File: src/rtl/riscv_mmio_bridge_pkg.sv
// Shared constants and address decode for the data-side MMIO bridge.
// I/O register offsets are relative to the I/O base selected by addr[31:28].
package riscv_mmio_bridge_pkg;

    localparam logic [3:0]  IO_NIBBLE_DEF    = 4'h8;
    localparam logic [27:0] MMIO_UART_CTRL   = 28'h000_0000;
    localparam logic [27:0] MMIO_UART_RXDATA = 28'h000_0004;
    localparam logic [27:0] MMIO_UART_TXDATA = 28'h000_0008;
    localparam logic [27:0] MMIO_CYCLE       = 28'h000_0010;
    localparam logic [27:0] MMIO_INSTRET     = 28'h000_0014;
    localparam logic [27:0] MMIO_CNT_CLR     = 28'h000_0018;

    typedef enum logic [2:0] {
        IO_NONE, IO_CTRL, IO_RXDATA, IO_TXDATA, IO_CYCLE, IO_INSTRET, IO_CNT_CLR
    } io_reg_e;

    // Registers are word-sized; byte-lane bits are ignored when decoding.
    function automatic io_reg_e io_decode(input logic [27:0] off);
        case ({off[27:2], 2'b00})
            MMIO_UART_CTRL:   return IO_CTRL;
            MMIO_UART_RXDATA: return IO_RXDATA;
            MMIO_UART_TXDATA: return IO_TXDATA;
            MMIO_CYCLE:       return IO_CYCLE;
            MMIO_INSTRET:     return IO_INSTRET;
            MMIO_CNT_CLR:     return IO_CNT_CLR;
            default:          return IO_NONE;
        endcase
    endfunction

endpackage

File: src/rtl/riscv_mmio_bridge_if.sv
// CPU / dcache / UART bundle of the MMIO bridge. The bridge takes the slave
// view; the surrounding CPU, cache and UART take the master view.
interface riscv_mmio_bridge_if;
    logic [31:0] cpu_addr;
    logic [3:0]  cpu_we;
    logic        cpu_re;
    logic [31:0] cpu_din;
    logic [31:0] cpu_dout;
    logic        stall;
    logic        inst_retire;
    logic [31:0] dcache_addr;
    logic [3:0]  dcache_we;
    logic        dcache_re;
    logic [31:0] dcache_din;
    logic [31:0] dcache_dout;
    logic [7:0]  uart_tx_data;
    logic        uart_tx_valid;
    logic        uart_tx_ready;
    logic [7:0]  uart_rx_data;
    logic        uart_rx_valid;
    logic        uart_rx_ready;

    modport slave (
        input  cpu_addr, cpu_we, cpu_re, cpu_din, stall, inst_retire, dcache_dout,
               uart_tx_ready, uart_rx_data, uart_rx_valid,
        output cpu_dout, dcache_addr, dcache_we, dcache_re, dcache_din,
               uart_tx_data, uart_tx_valid, uart_rx_ready
    );

    modport master (
        output cpu_addr, cpu_we, cpu_re, cpu_din, stall, inst_retire, dcache_dout,
               uart_tx_ready, uart_rx_data, uart_rx_valid,
        input  cpu_dout, dcache_addr, dcache_we, dcache_re, dcache_din,
               uart_tx_data, uart_tx_valid, uart_rx_ready
    );
endinterface

File: src/rtl/riscv_mmio_fifo.sv
// Small synchronous FIFO used for received UART bytes.
// Pushes while full and pops while empty are ignored.
module riscv_mmio_fifo #(
    parameter int WIDTH = 8,
    parameter int DEPTH = 4
) (
    input  logic                         clk,
    input  logic                         reset,
    input  logic                         push,
    input  logic [WIDTH-1:0]             din,
    input  logic                         pop,
    output logic [WIDTH-1:0]             dout,
    output logic                         full,
    output logic                         empty,
    output logic [$clog2(DEPTH+1)-1:0]   count
);
    localparam int AW = $clog2(DEPTH);
    localparam int CW = $clog2(DEPTH + 1);

    logic [WIDTH-1:0] mem [DEPTH];
    logic [AW-1:0]    wr_ptr, rd_ptr;
    logic             do_push, do_pop;

    assign full    = (count == CW'(DEPTH));
    assign empty   = (count == '0);
    assign do_push = push & ~full;
    assign do_pop  = pop & ~empty;
    assign dout    = mem[rd_ptr];

    always_ff @(posedge clk) begin
        if (do_push) mem[wr_ptr] <= din;
    end

    // DEPTH is a power of two, so the pointers wrap by natural overflow.
    always_ff @(posedge clk or posedge reset) begin
        if (reset) begin
            wr_ptr <= '0;
            rd_ptr <= '0;
            count  <= '0;
        end else begin
            if (do_push) wr_ptr <= wr_ptr + AW'(1);
            if (do_pop)  rd_ptr <= rd_ptr + AW'(1);
            case ({do_push, do_pop})
                2'b10:   count <= count + CW'(1);
                2'b01:   count <= count - CW'(1);
                default: count <= count;
            endcase
        end
    end
endmodule

File: src/rtl/riscv_mmio_bridge.sv
// Data-side decoder: steers CPU accesses to the dcache or to UART/counter MMIO,
// returning I/O read data with the same one-cycle latency as the cache.
module riscv_mmio_bridge
    import riscv_mmio_bridge_pkg::*;
#(
    parameter int         RX_DEPTH  = 4,
    parameter logic [3:0] IO_NIBBLE = IO_NIBBLE_DEF
) (
    input logic               clk,
    input logic               reset,
    riscv_mmio_bridge_if.slave bus
);
    localparam int CW = $clog2(RX_DEPTH + 1);

    io_reg_e       io_reg;
    logic          io_hit, io_wr, io_rd;
    logic          rx_push, rx_pop, rx_full, rx_empty;
    logic [7:0]    rx_head;
    logic [CW-1:0] rx_count;
    logic          tx_valid_q;
    logic [7:0]    tx_data_q;
    logic [31:0]   cycle_q, inst_q, rdata;
    logic          io_sel_q;
    logic [31:0]   io_rdata_q;
    logic          cnt_clr;

    assign io_hit  = (bus.cpu_addr[31:28] == IO_NIBBLE);
    assign io_reg  = io_decode(bus.cpu_addr[27:0]);
    assign io_wr   = io_hit & (|bus.cpu_we) & ~bus.stall;
    assign io_rd   = io_hit & bus.cpu_re & ~bus.stall;
    assign cnt_clr = io_wr & (io_reg == IO_CNT_CLR);

    assign bus.dcache_addr = bus.cpu_addr;
    assign bus.dcache_din  = bus.cpu_din;
    assign bus.dcache_we   = io_hit ? 4'b0000 : bus.cpu_we;
    assign bus.dcache_re   = bus.cpu_re & ~io_hit;

    assign bus.uart_tx_valid = tx_valid_q;
    assign bus.uart_tx_data  = tx_data_q;
    assign bus.uart_rx_ready = ~rx_full;
    assign bus.cpu_dout      = io_sel_q ? io_rdata_q : bus.dcache_dout;

    assign rx_push = bus.uart_rx_valid & ~rx_full;
    assign rx_pop  = io_rd & (io_reg == IO_RXDATA);

    riscv_mmio_fifo #(.WIDTH(8), .DEPTH(RX_DEPTH)) u_rx_fifo (
        .clk   (clk),
        .reset (reset),
        .push  (rx_push),
        .din   (bus.uart_rx_data),
        .pop   (rx_pop),
        .dout  (rx_head),
        .full  (rx_full),
        .empty (rx_empty),
        .count (rx_count)
    );

    always_comb begin
        rdata = '0;
        case (io_reg)
            IO_CTRL:    rdata = {30'b0, (rx_count != '0), ~tx_valid_q};
            IO_RXDATA:  rdata = rx_empty ? 32'b0 : {24'b0, rx_head};
            IO_CYCLE:   rdata = cycle_q;
            IO_INSTRET: rdata = inst_q;
            default:    rdata = '0;
        endcase
    end

    // Load needs ~valid and clear needs valid, so the two never collide.
    always_ff @(posedge clk or posedge reset) begin
        if (reset) begin
            tx_valid_q <= 1'b0;
            tx_data_q  <= '0;
        end else if (tx_valid_q & bus.uart_tx_ready) begin
            tx_valid_q <= 1'b0;
        end else if (io_wr & (io_reg == IO_TXDATA) & ~tx_valid_q) begin
            tx_valid_q <= 1'b1;
            tx_data_q  <= bus.cpu_din[7:0];
        end
    end

    always_ff @(posedge clk or posedge reset) begin
        if (reset) begin
            cycle_q <= '0;
            inst_q  <= '0;
        end else if (cnt_clr) begin
            cycle_q <= '0;
            inst_q  <= '0;
        end else begin
            cycle_q <= cycle_q + 32'd1;
            if (bus.inst_retire & ~bus.stall) inst_q <= inst_q + 32'd1;
        end
    end

    // Frozen while stalled so the load result survives until the pipe moves.
    always_ff @(posedge clk or posedge reset) begin
        if (reset) begin
            io_sel_q   <= 1'b0;
            io_rdata_q <= '0;
        end else if (!bus.stall) begin
            io_sel_q   <= io_hit & bus.cpu_re;
            io_rdata_q <= io_rd ? rdata : 32'b0;
        end
    end
endmodule

File: src/flat_wrapper.sv
// flat-port wrapper written by rule: the top's interface ports become plain ports
module riscv_mmio_bridge_flat import riscv_mmio_bridge_pkg::*;
#(
    parameter int         RX_DEPTH  = 4,
    parameter logic [3:0] IO_NIBBLE = IO_NIBBLE_DEF
)
  (clk, reset, bus_cpu_addr, bus_cpu_we, bus_cpu_re, bus_cpu_din, bus_stall, bus_inst_retire, bus_dcache_dout, bus_uart_tx_ready, bus_uart_rx_data, bus_uart_rx_valid, bus_cpu_dout, bus_dcache_addr, bus_dcache_we, bus_dcache_re, bus_dcache_din, bus_uart_tx_data, bus_uart_tx_valid, bus_uart_rx_ready);
  riscv_mmio_bridge_if bus_i ();
  input logic clk;
  input logic reset;
  input wire logic [$bits(bus_i.cpu_addr)-1:0] bus_cpu_addr;
  input wire logic [$bits(bus_i.cpu_we)-1:0] bus_cpu_we;
  input wire logic [$bits(bus_i.cpu_re)-1:0] bus_cpu_re;
  input wire logic [$bits(bus_i.cpu_din)-1:0] bus_cpu_din;
  input wire logic [$bits(bus_i.stall)-1:0] bus_stall;
  input wire logic [$bits(bus_i.inst_retire)-1:0] bus_inst_retire;
  input wire logic [$bits(bus_i.dcache_dout)-1:0] bus_dcache_dout;
  input wire logic [$bits(bus_i.uart_tx_ready)-1:0] bus_uart_tx_ready;
  input wire logic [$bits(bus_i.uart_rx_data)-1:0] bus_uart_rx_data;
  input wire logic [$bits(bus_i.uart_rx_valid)-1:0] bus_uart_rx_valid;
  output wire logic [$bits(bus_i.cpu_dout)-1:0] bus_cpu_dout;
  output wire logic [$bits(bus_i.dcache_addr)-1:0] bus_dcache_addr;
  output wire logic [$bits(bus_i.dcache_we)-1:0] bus_dcache_we;
  output wire logic [$bits(bus_i.dcache_re)-1:0] bus_dcache_re;
  output wire logic [$bits(bus_i.dcache_din)-1:0] bus_dcache_din;
  output wire logic [$bits(bus_i.uart_tx_data)-1:0] bus_uart_tx_data;
  output wire logic [$bits(bus_i.uart_tx_valid)-1:0] bus_uart_tx_valid;
  output wire logic [$bits(bus_i.uart_rx_ready)-1:0] bus_uart_rx_ready;
  assign bus_i.cpu_addr = bus_cpu_addr;
  assign bus_i.cpu_we = bus_cpu_we;
  assign bus_i.cpu_re = bus_cpu_re;
  assign bus_i.cpu_din = bus_cpu_din;
  assign bus_i.stall = bus_stall;
  assign bus_i.inst_retire = bus_inst_retire;
  assign bus_i.dcache_dout = bus_dcache_dout;
  assign bus_i.uart_tx_ready = bus_uart_tx_ready;
  assign bus_i.uart_rx_data = bus_uart_rx_data;
  assign bus_i.uart_rx_valid = bus_uart_rx_valid;
  assign bus_cpu_dout = bus_i.cpu_dout;
  assign bus_dcache_addr = bus_i.dcache_addr;
  assign bus_dcache_we = bus_i.dcache_we;
  assign bus_dcache_re = bus_i.dcache_re;
  assign bus_dcache_din = bus_i.dcache_din;
  assign bus_uart_tx_data = bus_i.uart_tx_data;
  assign bus_uart_tx_valid = bus_i.uart_tx_valid;
  assign bus_uart_rx_ready = bus_i.uart_rx_ready;
  riscv_mmio_bridge #(.RX_DEPTH(RX_DEPTH), .IO_NIBBLE(IO_NIBBLE)) u_core (.clk(clk), .reset(reset), .bus(bus_i));
endmodule
File: config.mk
export PLATFORM = sky130hd
export DESIGN_NAME = riscv_mmio_bridge_flat
export DESIGN_NICKNAME = d
export VERILOG_FILES = /design/src/rtl/riscv_mmio_bridge_pkg.sv /design/src/rtl/riscv_mmio_bridge_if.sv /design/src/rtl/riscv_mmio_fifo.sv /design/src/rtl/riscv_mmio_bridge.sv /design/src/flat_wrapper.sv
export SDC_FILE = /design/constraint.sdc
export NUM_CORES = 1
export LEC_CHECK = 0
export BUFFER_PORTS_ARGS = -buffer_cell sky130_fd_sc_hd__buf_2
export CAP_MARGIN = 20
export CORE_UTILIZATION = 47
export CTS_CLUSTER_DIAMETER = 40
export CTS_CLUSTER_SIZE = 12
export DETAILED_ROUTE_END_ITERATION = 6
export GPL_TIMING_DRIVEN = 1
export PLACE_DENSITY = 0.75
export SETUP_SLACK_MARGIN = 0.02
export SLEW_MARGIN = 30
export SYNTH_ARGS = -nofsm -noshare
export SYNTH_HDL_FRONTEND = slang
export SYNTH_HIERARCHICAL = 1
export SYNTH_SLANG_ARGS = --single-unit
File: constraint.sdc
create_clock -name clk -period 4.5 [get_ports clk]
set_clock_uncertainty 0.1 [all_clocks]
set_input_delay 0 -clock clk [delete_from_list [all_inputs] [get_ports clk]]
set_output_delay 0 -clock clk [all_outputs]
set_load 0.01 [all_outputs]
==> Word level (Yosys, flattened, before mapping) <==
Memories as Yosys holds them, arrays and structs flattened.
Cells that the tools add are included.
W data, S select, Z words.
{ "totals": {"reg_bits": 113, "mem_bits_rw": 32, "inputBits": 115, "output_inout_bits": 111, "word_cells": 73, "n_memories": 1} }
{ "op_classes": {"addsub": 6, "n_eq_ne": 15, "mux": 14, "n_bitwise": 20, "reduce_logical": 8} }
{ "memory_table": {"columns": ["memory", "words", "word_bits", "read_ports", "rd_ports_with_merged_regs", "write_ports", "line", "source"], "rows": [
  ["u_core.u_rx_fifo.mem", 4, 8, 1, 0, 1, "riscv_mmio_fifo.sv:20", "logic [WIDTH-1:0] mem [DEPTH];"]
]} }
{ "ops": {"columns": ["op", "n"], "rows": [
  ["$mux W32", 5],
  ["$pmux W32 S4", 1],
  ["$eq A26 B3 Y1 const B", 3],
  ["$add A32 B1 Y32 const B", 2],
  ["$eq A26 B1 Y1 const B", 1],
  ["$eq A26 B2 Y1 const B", 1],
  ["$logic_not A26 Y1", 1],
  ["$pmux W3 S6", 1],
  ["$and A1 B1 Y1", 14],
  ["$eq A3 B3 Y1 const B", 4],
  ["$mux W8", 1],
  ["$eq A3 B2 Y1 const B", 2],
  ["$not A1 Y1", 6],
  ["$pmux W3 S2", 1],
  ["$reduce_bool A2 Y1", 3],
  ["$add A2 B1 Y2 const B", 2],
  ["$eq A4 B4 Y1 const B", 1],
  ["$mux W1", 4],
  ["$mux W4", 1],
  ["$reduce_or A4 Y1", 1],
  ["$add A3 B1 Y3 const B", 1],
  ["$eq A3 B1 Y1 const B", 1],
  ["$logic_not A3 Y1", 1],
  ["$reduce_bool A3 Y1", 1],
  ["4 further kinds", 4]
]} }

==> Depth between registers and ports, before layout <==
Gate-level depths: netlist (run 1).
{ "logic_depth": {"word_depth": 7, "mapped_depth": 13, "ltp_nobuf": 11} }

==> Cells and area by module <==
Netlist (run 1), hierarchy kept.
{ "by_module_without_submodules": {"columns": ["module", "n_inst", "cells_each", "area_per_inst_um2", "seq_area_each_um2"], "rows": [
  ["riscv_mmio_bridge", 1, 737, 6817.8, 2652.5],
  ["riscv_mmio_fifo", 1, 80, 1596.5, 1136.1]
]} }

==> Worst setup path after synthesis (run 1) <==
No wires, ideal clock.
{ "synth_path": {"path_type": "input port to flip-flop", "from": "in bus_cpu_addr[7]", "to": "reg u_core.u_rx_fifo.count[2]", "setup_ns": 0.079, "arrival_time_ns": 2.612, "required_time_ns": 4.321, "setup_slack_ns": 1.709, "cell_stages": 12, "path_cell_list": "or4_4 nor4_4 nand3_1 clkbuf_1 nor2_1 o31a_2 ha_1 inv_1 fa_1 xor2_1 nor2_1 xor2_1"} }
{ "synth_between": {"elab_chain_cells": 7} }
{ "synth_lines": {"columns": ["element", "line", "source"], "rows": [
  ["start: declaration", "flat_wrapper.sv:11", "input wire logic [$bits(bus_i.cpu_addr)-1:0] bus_cpu_addr;"],
  ["$eq A26 B3 Y1 (tied with other cells)", "riscv_mmio_bridge_pkg.sv:19", "case ({off[27:2], 2'b00})"],
  ["$pmux W3 S6 (*)", "riscv_mmio_bridge_pkg.sv:19", null],
  ["$eq A3 B2 Y1 (*)", "riscv_mmio_bridge.sv:44", "assign rx_pop = io_rd & (io_reg == IO_RXDATA);"],
  ["$and A1 B1 Y1 (*)", "riscv_mmio_bridge.sv:44", null],
  ["via u_core.rx_pop", "riscv_mmio_bridge.sv:17", "logic rx_push, rx_pop, rx_full, rx_empty;"],
  ["$and A1 B1 Y1 (*)", "riscv_mmio_fifo.sv:27", "assign do_pop = pop & ~empty;"],
  ["via u_core.u_rx_fifo.do_pop", "riscv_mmio_fifo.sv:22", "logic do_push, do_pop;"],
  ["$eq A2 B1 Y1 / $eq A2 B2 Y1 (equally long branches)", "riscv_mmio_fifo.sv:43", "case ({do_push, do_pop})"],
  ["$pmux W3 S2 / $reduce_bool A2 Y1 (equally long branches)", null, null],
  ["end signal: assignment", "riscv_mmio_fifo.sv:44", "2'b10: count <= count + CW'(1);"],
  ["end signal: assignment", "riscv_mmio_fifo.sv:45", "2'b01: count <= count - CW'(1);"],
  ["end signal: assignment", "riscv_mmio_fifo.sv:46", "default: count <= count;"],
  ["end: declaration", "riscv_mmio_fifo.sv:15", "output logic [$clog2(DEPTH+1)-1:0] count"]
]} }
The timed path passes the listed nets; every way through them passes the cells marked *.
A chain may end at the register's enable or synchronous reset.

==> Worst setup path in the final report (run 1) <==
{ "layout_path": {"from": "in bus_cpu_addr[3]", "to": "reg u_core.cycle_q[1]"} }
{ "layout_between": {"elab_chain_cells": 5} }
{ "layout_lines": {"columns": ["element", "line", "source"], "rows": [
  ["$eq A26 B3 Y1 (tied with other cells)", "riscv_mmio_bridge_pkg.sv:19", null],
  ["$pmux W3 S6 (*)", "riscv_mmio_bridge_pkg.sv:19", null],
  ["$eq A3 B3 Y1 (*)", "riscv_mmio_bridge.sv:31", "assign cnt_clr = io_wr & (io_reg == IO_CNT_CLR);"],
  ["$and A1 B1 Y1 (*)", "riscv_mmio_bridge.sv:31", null],
  ["$mux W32 (*)", "riscv_mmio_bridge.sv:86", "end else if (cnt_clr) begin"],
  ["end signal: assignment", "riscv_mmio_bridge.sv:90", "cycle_q <= cycle_q + 32'd1;"],
  ["end: declaration", "riscv_mmio_bridge.sv:22", "logic [31:0] cycle_q, inst_q, rdata;"]
]} }
Every way passes the cells marked *; elsewhere a longest branch is shown, timed or not.

==> results.json, run 1 <==
{
  "drt-wirelength-per-cell_um": 18.7,
  "crit_required_ns": 4.66,
  "pin_count": 226,
  "hp-class": "in2reg",
  "cts_buffers": 17,
  "reg2reg_slack_ns": 1.78,
  "finalNetCount": 1068,
  "antenna_found_initial": 0,
  "wl_met2_mm": 10.9,
  "ys.flop_type": "dfrtp_1",
  "cts_buffer_depth": 2,
  "power_mw": 3.48,
  "critical_path_class": "in2reg",
  "die_area_um2": 18400,
  "ir_worst_vdd_mv": 0.263,
  "tritoncts": "built",
  "wirelength_mm": 22.1,
  "ys_seq_area_share_pct": 45.0,
  "first_iter_violations": 815,
  "slowest_stage": "buf_4",
  "syn_nets": 940,
  "grt_pass1_vias": 6490,
  "via_count": 6974,
  "crit_arrival_ns": 2.94,
  "synthCells": 817,
  "grt.total_usage_pct": 24.5,
  "coreArea_um2": 17400,
  "syn_to_final_growth_pct": 18.6,
  "worstSkewPairLatency_ns": 0.42,
  "wl_met1_mm": 9.58,
  "num_rows": 48,
  "drive_gt1_share_pct": 28.6,
  "status": "completed",
  "critPathMaxStageDelay_ns": 0.55,
  "endpoint_kind": "register",
  "hold_viol_final": 0,
  "grt_first_pass_wirelength_mm": 34.7,
  "stdcell_area_um2": 9980,
  "leakage_nw": 4.00,
  "cts_htree_levels": 4,
  "via_per_inst": 5.90,
  "crit_path_frequent_cell": "buf_4",
  "gp_congestion": 0.810,
  "max_freq_ghz": 0.360,
  "synth_seq_cells": 145,
  "cts.clk_slew.worst_paths_ns": 0.06,
  "cap_violations": 0,
  "route.met3.wl_mm": 1.40,
  "overflow": 0,
  "topRoutingLayerUsed": "met4",
  "powerDensity_nw_per_um2": 349,
  "syn_area_per_cell_um2": 10.3,
  "nFillCells": 1451,
  "synth_most_common_cell": "dfrtp_1",
  "ctsRootBufferMaster": "clkbuf_16",
  "cts.sinks": 145,
  "worst_pin_slew_ns": 0.971,
  "drc_errors": 0,
  "diodes": 0,
  "yosys-top-cells-count": "dfrtp_1 (113), buf_4 (71), nand2_1 (56), o21ai_0 (47), clkbuf_1 (42)",
  "die_w_um": 136,
  "cp_max_fo": 64,
  "synth_top_area_share_pct": 33.6,
  "yosys.area.top_type": "dfrtp_1",
  "place_area_um2": 8890,
  "grt_start_max_net_pins": 71,
  "hpwl_mm": 14.6,
  "io_buffer_count": 173,
  "rsz0062_at_grt": "false",
  "initial_core_util_pct": 48.3,
  "yosysWarnings": 6,
  "fin_hold_ws_ns": 0.0111,
  "final.min_clock_period_ns": 2.78,
  "final_cells": 1183,
  "setup_viol": 0,
  "syn-cell-area_um2": 8410,
  "crit_path_cell_trace": "dlygate4sd3_1 > buf_2 > buf_4 > or3b_2 > nor4_2 > and4_2 > buf_4 > nor2b_1",
  "fin_setup_tns_ns": 0,
  "async_flop_share_pct": 77.9,
  "max_slew_margin_pct": 35.3,
  "drt-pass1-iter-count": 5,
  "synth.area.top_cells": "dfrtp_1 (34%), edfxtp_1 (11%), buf_4 (6.3%), mux2_2 (5.4%), o21ai_0 (2.8%)",
  "place_inst": 1102,
  "post-route-period-util_pct": 61.7,
  "die_y_um": 136,
  "drtAntennaViolNets": 0,
  "final-max-slew-violation-count": 0,
  "synth_edf_count": 32,
  "cp-start-kind": "primary input",
  "synthDistinctLibCells": 55
}
power by group:
part	internal (mW)	total, mW	switching, mW
Clock	0.874	1.43	0.556
Combinational	0.224	0.496	0.272
Sequential	1.46	1.56	0.100
Total	2.56	3.48	0.929
metal layers:
| metal | global-route usage (%) | vias up |
|---|---|---|
| met5 | 0 | - |
| met2 | 39.8 | 300 |
| met1 | 33.1 | 3424 |
| met3 | 5.13 | 12 |
| met4 | 6.37 | 0 |
| li1 | - | 3238 |
logic make-up after synthesis:
| group | count (synthesis) | share of synthesized area, % |
|---|---|---|
| fa+ha+maj | 8 | 1.28 |
| flops | 145 | 45.0 |
| simple gates | 294 | 22.2 |
| buf+inv | 143 | 9.77 |
| compound gates | 145 | 10.6 |
| mux | 50 | 7.79 |
| xor+xnor | 32 | 3.33 |
worst max-delay path: cells and delay by family:
kind	cells	cell delay (ns)
and+or+nand+nor	4	1.18
buffers and inverters	4	1.69
cell type report:
type	instances	area, µm²	share of cell area, %
Sequential cell	145	3790	38.0
Multi-Input combinational cell	529	3810	38.2
Tap cell	225	282	2.82
Clock inverter	12	158	1.58
Clock buffer	20	437	4.38
Timing Repair Buffer	230	1420	14.2
Inverter	22	87.6	0.878
placed cells by master, fill, tap and decap left out, drive strengths merged, types with 17 or more instances in the layout:
cell and n:
buf 181, dfrtp 113, nand2 56, dlygate4sd3 49, o21ai 47, mux2 41, a21oi 36, nor2 35
edfxtp 32, o211ai 24, or4 24, inv 24, nand3 22, nor4bb 22, nand4 22, xnor2 21
clkbuf 20, o31ai 19, nor4b 18, nor4 17
what timing repair did:
| action | in CTS | in global routing |
|---|---|---|
| hold buffers | 49 | 0 |
| endpoints found under the hold margin | 146 | 0 |
| resized for setup | 0 | 0 |
| setup endpoints to repair | 0 | 0 |
| setup buffers | 0 | 0 |
registers in the layout (all words and copies together) (netlist names):
signal / flops
u_core/u_rx_fifo/wr_ptr: 2
u_core/io_rdata_q: 32
u_core/u_rx_fifo/count: 3
u_core/u_rx_fifo/mem: 32
u_core/bus.uart_tx_data: 8
u_core/cycle_q: 32
u_core/io_sel_q: 1
u_core/u_rx_fifo/rd_ptr: 2
u_core/bus.uart_tx_valid: 1
u_core/inst_q: 32
worst paths after layout:
path / to / cells after the start / startpoint
setup / recovery: u_core/cycle_q[1] / 8 / bus_cpu_addr[3]
hold / removal: u_core/u_rx_fifo/wr_ptr[0] / 4 / bus_uart_rx_valid
setup reg to reg: u_core/cycle_q[26] / 5 / u_core/cycle_q[1]
hold reg to reg: u_core/io_rdata_q[4] / 2 / u_core/io_rdata_q[4]
max in group asynchronous: u_core/io_rdata_q[1] / 4 / reset
min in group asynchronous: u_core/bus.uart_tx_data[6] / 3 / reset
per-stage QoR:
stage               util, %  setup slack [ns]
global placement       51.0              1.57
finish                 57.3              1.72
CTS                    57.3              1.78
detailed placement     51.0              1.50
floorplan                 -              1.61
global route           57.3              1.55
(Power assumes the default switching activity.)
==> run 2, diff against run 1 <==
Settings changed: ABC_AREA set to 1, PLACE_DENSITY 0.75 to 0.74.
Clock period 4.5 ns to 2.8 ns, I/O delays scaled along.
==> run 2 against run 1 <==
The flow now finishes with violations (hold timing). Hold slack lost 0.028 ns. Wire length grew 11%. Synthesized cell count grew 52%. Flip-flop and latch count is the same. Non-clock buffer count grew 5. Sequential share of layout area shrank 2.7 points. Setup slack lost 1.3 ns. Area after synthesis grew 8.1%. Final cell count grew 41%. Highest routed layer unchanged.
==> results.json, run 2 <==
{
  "drc_errors": 0,
  "final.min_clock_period_ns": 2.36,
  "worstSkewPairLatency_ns": 0.43,
  "grt_first_pass_wirelength_mm": 39.5,
  "cp_max_fo": 6,
  "max_freq_ghz": 0.424,
  "final-max-slew-violation-count": 0,
  "first_iter_violations": 748,
  "diodes": 0,
  "initial_core_util_pct": 48.3,
  "rsz0062_at_grt": "false",
  "cap_violations": 0,
  "yosys-top-cells-count": "nand2_1 (450), nor2_1 (147), inv_1 (134), dfrtp_1 (113), buf_4 (68)",
  "overflow": 0,
  "stdcell_area_um2": 10700,
  "via_per_inst": 5.11,
  "pin_count": 226,
  "cts.clk_slew.worst_paths_ns": 0.06,
  "seq_area_um2": 3790,
  "ys.flop_type": "dfrtp_1",
  "drt-wirelength-per-cell_um": 14.7,
  "yosysWarnings": 6,
  "die_y_um": 141,
  "crit_arrival_ns": 2.58,
  "hpwl_mm": 17.8,
  "powerDensity_nw_per_um2": 514,
  "die_area_um2": 19900,
  "drtAntennaViolNets": 0,
  "via_count": 8529,
  "place_area_um2": 9680,
  "post-route-period-util_pct": 84.2,
  "synthDistinctLibCells": 38,
  "reg2reg_slack_ns": 0.63,
  "wirelength_mm": 24.5,
  "hp-class": "in2async",
  "syn_to_final_growth_pct": 18.0,
  "synthCells": 1245,
  "pwr-share-clk_pct": 38.6,
  "final_common_cell": "nand2_1",
  "die_w_um": 141,
  "top_usage_layer": "met2",
  "io_buffer_count": 173,
  "grt_util_met3_pct": 4.55,
  "p_sw_mw": 1.67,
  "critPathMaxStageDelay_ns": 0.55,
  "tritoncts": "built",
  "grt_start_max_net_pins": 39,
  "nFillCells": 1724,
  "cts_buffer_depth": 2,
  "fin_setup_tns_ns": 0,
  "hold_viol_final": 10,
  "netSwitchingFraction_pct": 30.3,
  "finalNetCount": 1520,
  "violations": "hold timing",
  "async_flop_share_pct": 77.9,
  "num_rows": 50,
  "syn-cell-area_um2": 9100,
  "p_int_mw": 3.85,
  "max_slew_margin_pct": 43.2,
  "ys_seq_area_share_pct": 41.6,
  "yosys.area.top_type": "dfrtp_1",
  "setup_viol": 0,
  "cp-start-kind": "primary input",
  "critical_path_class": "in2reg",
  "ir_worst_vdd_mv": 0.482,
  "crit_path_cell_trace": "dlygate4sd3_1 > buf_2 > inv_1 > nand2_1 > nor2_2 > inv_1 > nor4_1 > buf_4 > nand2_1 > inv_1 > ha_1 > inv_1 > fa_1 > nand2_1 > nand3_1 > nand2_1 > nand2_1",
  "slowest_stage": "dlygate4sd3_1",
  "synth_most_common_cell": "nand2_1",
  "cts_buffers": 17,
  "crit_path_frequent_cell": "nand2_1",
  "syn_area_per_cell_um2": 7.31,
  "synth_top_area_share_pct": 31.1,
  "reg2reg_depth": 6,
  "leakage_nw": 5.23,
  "cts_htree_levels": 4,
  "endpoint_kind": "register",
  "seqPwrFrac_pct": 45.1,
  "synth_edf_count": 32,
  "timing.rr.start": "u_core/u_rx_fifo/count[0]",
  "power_frac_comb_pct": 16.4,
  "ctsRootBufferMaster": "clkbuf_16",
  "worst_pin_slew_ns": 0.847,
  "gp_congestion": 0.922,
  "multi_input_area_um2": 4030,
  "synth_seq_cells": 145,
  "cts_resized": 0,
  "grt_pass1_vias": 7978,
  "crit_required_ns": 3.02,
  "antenna_found_initial": 0,
  "grtUsageMet1_pct": 33.9,
  "grt.total_usage_pct": 25.5,
  "fin_hold_ws_ns": -0.0167,
  "status": "complete, but fails checks",
  "cts.sinks": 145,
  "drive_gt1_share_pct": 18.4,
  "coreArea_um2": 18800,
  "synth.area.top_cells": "dfrtp_1 (31%), nand2_1 (19%), edfxtp_1 (11%), nor2_1 (6.1%), buf_4 (5.6%)",
  "syn_nets": 1368,
  "r2r-end": "u_core/u_rx_fifo/mem[2][5]",
  "use_met2_pct": 41.4,
  "drt-pass1-iter-count": 5,
  "layout_common_cells": "nand2_1 (450), buf_2 (173), nor2_1 (146)"
}
==> run 2: worst max path at each step <==
stage / from / end / slack [ns]
6_report: bus_stall / u_core/u_rx_fifo/count[2] / 0.44
5_1_grt: bus_stall / u_core/u_rx_fifo/count[2] / 0.28
4_1_cts: bus_stall / u_core/u_rx_fifo/count[2] / 0.48
3_5_place_dp: bus_cpu_addr[28] / u_core/u_rx_fifo/count[2] / 0.54
3_3_place_gp: bus_cpu_addr[28] / u_core/u_rx_fifo/count[2] / 0.59
2_1_floorplan: bus_cpu_addr[23] / u_core/u_rx_fifo/count[2] / 0.55
==> run 2: timing repair <==
item                      in CTS  in global routing
hold endpoints to repair     148                  0
hold buffers                  49                  0
buffers inserted               0                  0
==> run 2: cell type report <==
type | instances | share of cell area (%)
Inverter | 144 | 5.14
Tap cell | 260 | 3.03
Sequential cell | 145 | 35.3
Clock inverter | 15 | 1.13
Multi-Input combinational cell | 854 | 37.6
Clock buffer | 17 | 3.96
Timing Repair Buffer | 235 | 13.9
==> run 2: per-stage QoR <==
step	power, mW	util [%]	setup slack [ns]	instances
finish	5.52	57.0	0.444	1670
CTS	5.55	56.9	0.483	1669
global route	5.79	57.0	0.280	1670
floorplan	3.12	-	0.547	1245
global placement	3.32	51.4	0.587	1588
detailed placement	3.36	51.4	0.539	1588
==> run 2: worst max-delay path: cells and delay by family <==
| kind | cells | cell delay, ns |
|---|---|---|
| fa+ha+maj | 2 | 0.54 |
| simple gates | 8 | 0.78 |
| buf+inv | 7 | 1.24 |
==> run 2: power by group through the flow <==
stage	Combinational, mW	Sequential [mW]	Clock (mW)
3_3_place_gp	0.806	2.52	0
3_5_place_dp	0.835	2.52	0
5_1_grt	1.01	2.51	2.27
4_1_cts	0.905	2.48	2.17
2_1_floorplan	0.639	2.48	0
6_report	0.902	2.49	2.13
==> run 2: cells by family (layout without fill, tap and decap cells) <==
family / after synthesis / count (layout) / synth area share (%)
AO/OA/AOI/OAI: 65 / 65 / 4.41
adder cells (fa/ha/maj): 8 / 8 / 1.18
XOR/XNOR: 36 / 36 / 3.47
buffers and inverters: 246 / 411 / 14.0
flip-flops: 145 / 145 / 41.6
AND/OR/NAND/NOR: 745 / 745 / 35.2
==> run 2: per-layer routing <==
layer / vias up / share of wire (%)
met5: - / 0
met4: 0 / 2.7
met3: 49 / 6.2
met2: 374 / 47
met1: 3928 / 44
li1: 4178 / -
